--- src/rtl/mem_port_arbiter.sv ---
// -----------------------------------------------------------------------------
// mem_port_arbiter
//
// Purpose:
//   Shares one memory port between instruction fetch (inst_*) and the MEM
//   stage (data_*). Only one bus transaction is outstanding at a time. Each
//   transaction moves through three steps: the request is latched, it is
//   handshaken onto the bus, and the response is returned to its owner.
//   Data requests win by default. A streak counter bounds how long a waiting
//   fetch can be starved. cancle from EXE kills an in-flight fetch so that
//   wrong-path instructions never reach IF.
//
// Handshake rule (all *_valid / *_ready pairs):
//   A transfer happens in a cycle where valid and ready are both high at the
//   rising clock edge. After a source raises valid it keeps valid and the
//   payload stable until that transfer happens. The ready signals of this
//   block are combinational from the current state and inputs.
//
// Ports:
//   clk, rst            clock; asynchronous active-low reset
//   cancle              EXE redirect; kills a pending or in-flight fetch
//   inst_req_*          fetch request (valid/ready, addr)
//   inst_resp_*         fetch response (valid/ready, data)
//   data_req_*          load/store request (valid/ready, addr, wen, wstrb, wdata)
//   data_resp_*         load data / store ack (valid/ready, data)
//   bus_req_*           memory request (valid/ready, addr, wen, wstrb, wdata)
//   bus_resp_*          memory response (valid/ready, data)
//   dbg_state_o         current FSM state (0 IDLE, 1 REQ, 2 RESP)
// -----------------------------------------------------------------------------
module mem_port_arbiter #(
  parameter int ADDR_WD         = 32,
  parameter int DATA_WD         = 32,
  parameter int MAX_DATA_STREAK = 4
) (
  input  logic                 clk,
  input  logic                 rst,
  input  logic                 cancle,
  input  logic                 inst_req_valid,
  output logic                 inst_req_ready,
  input  logic [ADDR_WD-1:0]   inst_req_addr,
  output logic                 inst_resp_valid,
  input  logic                 inst_resp_ready,
  output logic [DATA_WD-1:0]   inst_resp_data,
  input  logic                 data_req_valid,
  output logic                 data_req_ready,
  input  logic [ADDR_WD-1:0]   data_req_addr,
  input  logic                 data_req_wen,
  input  logic [DATA_WD/8-1:0] data_req_wstrb,
  input  logic [DATA_WD-1:0]   data_req_wdata,
  output logic                 data_resp_valid,
  input  logic                 data_resp_ready,
  output logic [DATA_WD-1:0]   data_resp_data,
  output logic                 bus_req_valid,
  input  logic                 bus_req_ready,
  output logic [ADDR_WD-1:0]   bus_req_addr,
  output logic                 bus_req_wen,
  output logic [DATA_WD/8-1:0] bus_req_wstrb,
  output logic [DATA_WD-1:0]   bus_req_wdata,
  input  logic                 bus_resp_valid,
  output logic                 bus_resp_ready,
  input  logic [DATA_WD-1:0]   bus_resp_data,
  output logic [1:0]           dbg_state_o
);

  localparam int STRB_WD = DATA_WD / 8;
  localparam int SW      = $clog2(MAX_DATA_STREAK + 1);
  localparam logic [SW-1:0] STREAK_MAX = SW'(MAX_DATA_STREAK);

  localparam logic [1:0] S_IDLE = 2'd0;
  localparam logic [1:0] S_REQ  = 2'd1;
  localparam logic [1:0] S_RESP = 2'd2;

  logic [1:0]         state_q, state_d;
  logic               owner_inst_q, owner_inst_d;
  logic               drop_q, drop_d;
  logic [SW-1:0]      streak_q, streak_d;
  logic [ADDR_WD-1:0] addr_q, addr_d;
  logic               wen_q, wen_d;
  logic [STRB_WD-1:0] wstrb_q, wstrb_d;
  logic [DATA_WD-1:0] wdata_q, wdata_d;

  logic inst_elig;
  logic favour_inst;
  logic grant_inst;
  logic grant_data;
  logic inst_rdy_c;
  logic data_rdy_c;
  logic kill_resp;

  // A fetch is only eligible when EXE is not redirecting this cycle.
  assign inst_elig   = inst_req_valid && !cancle;
  // Once the data streak hits its limit, a waiting fetch takes priority.
  assign favour_inst = (streak_q == STREAK_MAX) && inst_elig;
  assign grant_data  = data_req_valid && !favour_inst;
  assign grant_inst  = inst_elig && (favour_inst || !data_req_valid);
  // The response of a fetch is discarded if it was cancelled earlier or is
  // being cancelled this very cycle.
  assign kill_resp   = drop_q || cancle;

  always_comb begin
    state_d         = state_q;
    owner_inst_d    = owner_inst_q;
    drop_d          = drop_q;
    streak_d        = streak_q;
    addr_d          = addr_q;
    wen_d           = wen_q;
    wstrb_d         = wstrb_q;
    wdata_d         = wdata_q;
    inst_rdy_c      = 1'b0;
    data_rdy_c      = 1'b0;
    bus_req_valid   = 1'b0;
    bus_resp_ready  = 1'b0;
    inst_resp_valid = 1'b0;
    data_resp_valid = 1'b0;

    case (state_q)
      S_IDLE: begin
        if (grant_data) begin
          data_rdy_c   = 1'b1;
          owner_inst_d = 1'b0;
          addr_d       = data_req_addr;
          wen_d        = data_req_wen;
          wstrb_d      = data_req_wstrb;
          wdata_d      = data_req_wdata;
          state_d      = S_REQ;
        end else if (grant_inst) begin
          inst_rdy_c   = 1'b1;
          owner_inst_d = 1'b1;
          addr_d       = inst_req_addr;
          wen_d        = 1'b0;
          wstrb_d      = '0;
          wdata_d      = '0;
          state_d      = S_REQ;
        end
        // The streak counts data grants taken while a fetch was waiting.
        if (grant_data && inst_req_valid) begin
          if (streak_q != STREAK_MAX) begin
            streak_d = streak_q + 1'b1;
          end
        end else if (grant_inst || !inst_req_valid) begin
          streak_d = '0;
        end
      end

      S_REQ: begin
        bus_req_valid = 1'b1;
        // The request has already been committed, so it still goes to the
        // bus. Only its response is thrown away.
        if (owner_inst_q && cancle) begin
          drop_d = 1'b1;
        end
        if (bus_req_ready) begin
          state_d = S_RESP;
        end
      end

      S_RESP: begin
        if (!owner_inst_q) begin
          data_resp_valid = bus_resp_valid;
          bus_resp_ready  = data_resp_ready;
        end else if (kill_resp) begin
          bus_resp_ready  = 1'b1;
          drop_d          = 1'b1;
        end else begin
          inst_resp_valid = bus_resp_valid;
          bus_resp_ready  = inst_resp_ready;
        end
        if (bus_resp_valid && bus_resp_ready) begin
          drop_d  = 1'b0;
          state_d = S_IDLE;
        end
      end

      default: begin
        state_d = S_IDLE;
      end
    endcase
  end

  // While reset is low the FSM sits in IDLE. Arbitration could still see
  // valid inputs there, so the request readies are masked to keep every
  // handshake output low during reset.
  assign inst_req_ready = inst_rdy_c && rst;
  assign data_req_ready = data_rdy_c && rst;

  assign bus_req_addr   = addr_q;
  assign bus_req_wen    = wen_q;
  assign bus_req_wstrb  = wstrb_q;
  assign bus_req_wdata  = wdata_q;
  assign inst_resp_data = bus_resp_data;
  assign data_resp_data = bus_resp_data;
  assign dbg_state_o    = state_q;

  always_ff @(posedge clk or negedge rst) begin
    if (!rst) begin
      state_q      <= S_IDLE;
      owner_inst_q <= 1'b0;
      drop_q       <= 1'b0;
      streak_q     <= '0;
      addr_q       <= '0;
      wen_q        <= 1'b0;
      wstrb_q      <= '0;
      wdata_q      <= '0;
    end else begin
      state_q      <= state_d;
      owner_inst_q <= owner_inst_d;
      drop_q       <= drop_d;
      streak_q     <= streak_d;
      addr_q       <= addr_d;
      wen_q        <= wen_d;
      wstrb_q      <= wstrb_d;
      wdata_q      <= wdata_d;
    end
  end

endmodule

--- config.mk ---
export PLATFORM = sky130hd
export DESIGN_NAME = mem_port_arbiter
export DESIGN_NICKNAME = d
export VERILOG_FILES = /design/src/rtl/mem_port_arbiter.sv
export SDC_FILE = /design/constraint.sdc
export NUM_CORES = 1
export LEC_CHECK = 0
export ABC_AREA = 0
export CAP_MARGIN = 10
export CORE_UTILIZATION = 36
export DETAILED_ROUTE_END_ITERATION = 10
export PLACE_DENSITY_LB_ADDON = 0.15
export SLEW_MARGIN = 10
export SYNTH_ARGS = -nofsm -noshare
export SYNTH_HDL_FRONTEND = slang
export SYNTH_SLANG_ARGS = --single-unit
export TNS_END_PERCENT = 100
--- constraint.sdc ---
create_clock -name clk -period 2.5 [get_ports clk]
set_clock_uncertainty 0.15 [all_clocks]
set_input_delay 0.375 -clock clk [delete_from_list [all_inputs] [get_ports clk]]
set_output_delay 0.375 -clock clk [all_outputs]
set_load 0.01 [all_outputs]
==> flow_summary.ini <==
[status]
status = completed

[die]
initial_utilization_pct = 36.9
io_pins = 283
core_sq_um = 11400
die_area_sq_um = 12100
die_y_um = 110
rows = 39
die_w_um = 110

[synthesis]
synth_commonest_cells = dfrtp_1, buf_4, inv_1
synth_cells = 424
synthTopCellsByArea = dfrtp_1, buf_4, a22o_1
synth.most_common_cell = dfrtp_1
yosys_register_bits = 76
syn_avg_cell_area_sq_um = 9.92
async_flop_share_pct = 100
yosysUniqueCellTypes = 37
yosysTopAreaCell = dfrtp_1
syn_area_sq_um = 4210
synth_flop_cell = dfrtp_1
yosysSeqAreaShare_pct = 45.2
synth_enable_flop_cells = 0
syn_nets = 568
synthDominantCellAreaShare_pct = 45.2
ys_warn_count = 0

[detailed_routing]
first_pass_iters = 4
detail_route.vias_per_cell = 5.29
drt_iter0_markers = 219
wire_per_inst_um = 17.3
route.detailed.drc = 0
drt-total-wl_mm = 11.9
drtAntennaViolNets = 0
vias = 3638

[finish]
layout.nets = 685
area_delta_synth_final_pct = 44.9
ff_latch_area_sq_um = 1900
layout-drive-gt1-share_pct = 8.44
stdcell_count = 688
diodes = 0
fillers = 1054
multi_input_area_sq_um = 1490

[clocking]
clockBufferDepth = 2
numCtsBuffers = 9
cts_max_level = 3
cts_tree = built
worstSkewPairLatency_ns = 0.33
post-cts-setup-buffers = 0
clock_sinks = 76
clkTransAtPathRegs_ns = 0.06
cts-root-buf = clkbuf_16
cts_hold_buf = 0

[global_route]
grt_util_all_layers_pct = 19.4
grt_pass1_wl_mm = 18.0
grt_start_max_net_pins = 77
overflow = 0
grt_pass1_vias = 3537
antenna_found_initial = 0

[place]
gp_congestion = 0.769
place_hpwl_mm = 8.02
dp_cells = 672
port_buffers = 186

[sta]
slew_viol_final = 0
timing.final.crit_period_ns = 2.39
fmax_mhz = 419
setup_viol = 0
whs_ns = 0.147
hold_viol = 0
min_period_over_period_pct = 95.4
rsz0062_at_grt = false
max_slew_margin_pct = 35.2
fin_tns_setup_ns = 0
worst_pin_slew_ns = 0.973

[worst_setup_path]
cp_max_fo = 5
critPathLaunchType = flip-flop
cp-end-kind = output port
path_class = reg -> out
worstPathRequired_ns = 1.98
worst_ep_arrival_time_ns = 1.86

[min_path]
hp-class = in -> async

[power_and_ir_drop]
power.leakage_nw = 2.64
ir_drop_mv = 0.536
power_density_nw_per_um2 = 1130

[run]
maxCapViolCount = 0
## layer usage
metal	share of wire (%)	GRT usage [%]	vias up
met5	0	0	-
met4	1.5	7.52	0
met3	11	7.17	16
met2	44	30.0	184
met1	44	24.5	1740
li1	-	-	1698
## path summary, 6_finish.rpt
path	start	end	slack, ns	cells after the start
max in group asynchronous	rst	bus_req_wdata[26]	1.42	2
setup reg to reg	streak_q[0]	bus_req_wdata[4]	0.29	5
min in group clk	bus_req_wdata[18]	bus_req_wdata[18]	0.34	1
hold / removal	rst	bus_req_addr[2]	0.15	2
hold reg to reg	bus_req_wdata[18]	bus_req_wdata[18]	0.34	1
setup / recovery	dbg_state_o[0]	bus_resp_ready	0.11	6
## cell type report
type / count / share of cell area [%]
clock buffer: 9 / 3.69
clock inverter: 6 / 1.85
inverter: 39 / 2.40
multi-input combinational: 207 / 24.5
sequential: 76 / 31.2
tap: 143 / 2.93
timing repair buffer: 208 / 33.4
## power by group
group          leakage, nW  total, mW  switching [mW]  internal (mW)
clock                0.166       1.49           0.515          0.973
combinational         1.57       3.23            1.41           1.81
sequential           0.913       2.15           0.338           1.81
## cell families after synthesis
family | Yosys count | share of synthesized area (%)
AO/OA/AOI/OAI | 151 | 26.6
buffers and inverters | 142 | 19.6
flip-flops | 76 | 45.2
AND/OR/NAND/NOR | 52 | 7.79
adder cells (fa/ha/maj) | 2 | 0.595
multiplexers | 1 | 0.238
## repair_timing
action                                 in CTS  in global routing
pin swaps                                   1                  0
setup endpoints to repair                   8                  2
endpoints found under the hold margin       0                  0
cloned                                      1                  0
resized for setup                           3                  6
## metrics by stage
stage	util, %	instance area, sq um	power [mW]	setup slack [ns]
finish	53.4	6100	6.87	0.114
global route	53.4	6100	7.34	0.0107
CTS	53.5	6100	6.94	0.00924
detailed placement	50.4	5760	5.41	-0.219
global placement	50.4	5760	5.35	-0.171
floorplan	-	4210	3.77	0.340
## layout by cell type, fill, tap and decap left out, drive strengths merged, types with 5 or more instances in the layout
master         Yosys  routed
inv               39      40
a22oi             32      32
a22o              37      37
nand2              5       5
dfrtp             76      76
o21ai             37      37
buf               85      23
and2              32      32
clkdlybuf4s50      0     182
clkbuf            18      11
a221oi            32      32
## sequential cells by signal, summed over array words and instances, names as in the netlist
| name | flops |
|---|---|
| owner_inst_q | 1 |
| dbg_state_o | 2 |
| streak_q | 3 |
| bus_req_wdata | 32 |
| bus_req_wen | 1 |
| bus_req_wstrb | 4 |
| drop_q | 1 |
| bus_req_addr | 32 |
## critical path, cell delays in order (launching register included)
cell	delay (ns)
dfrtp_1	0.37
buf_4	0.15
nor2b_1	0.14
buf_4	0.14
o21ai_0	0.07
a21oi_1	0.12
clkdlybuf4s50_1	0.54
(Power assumes the default switching activity.)
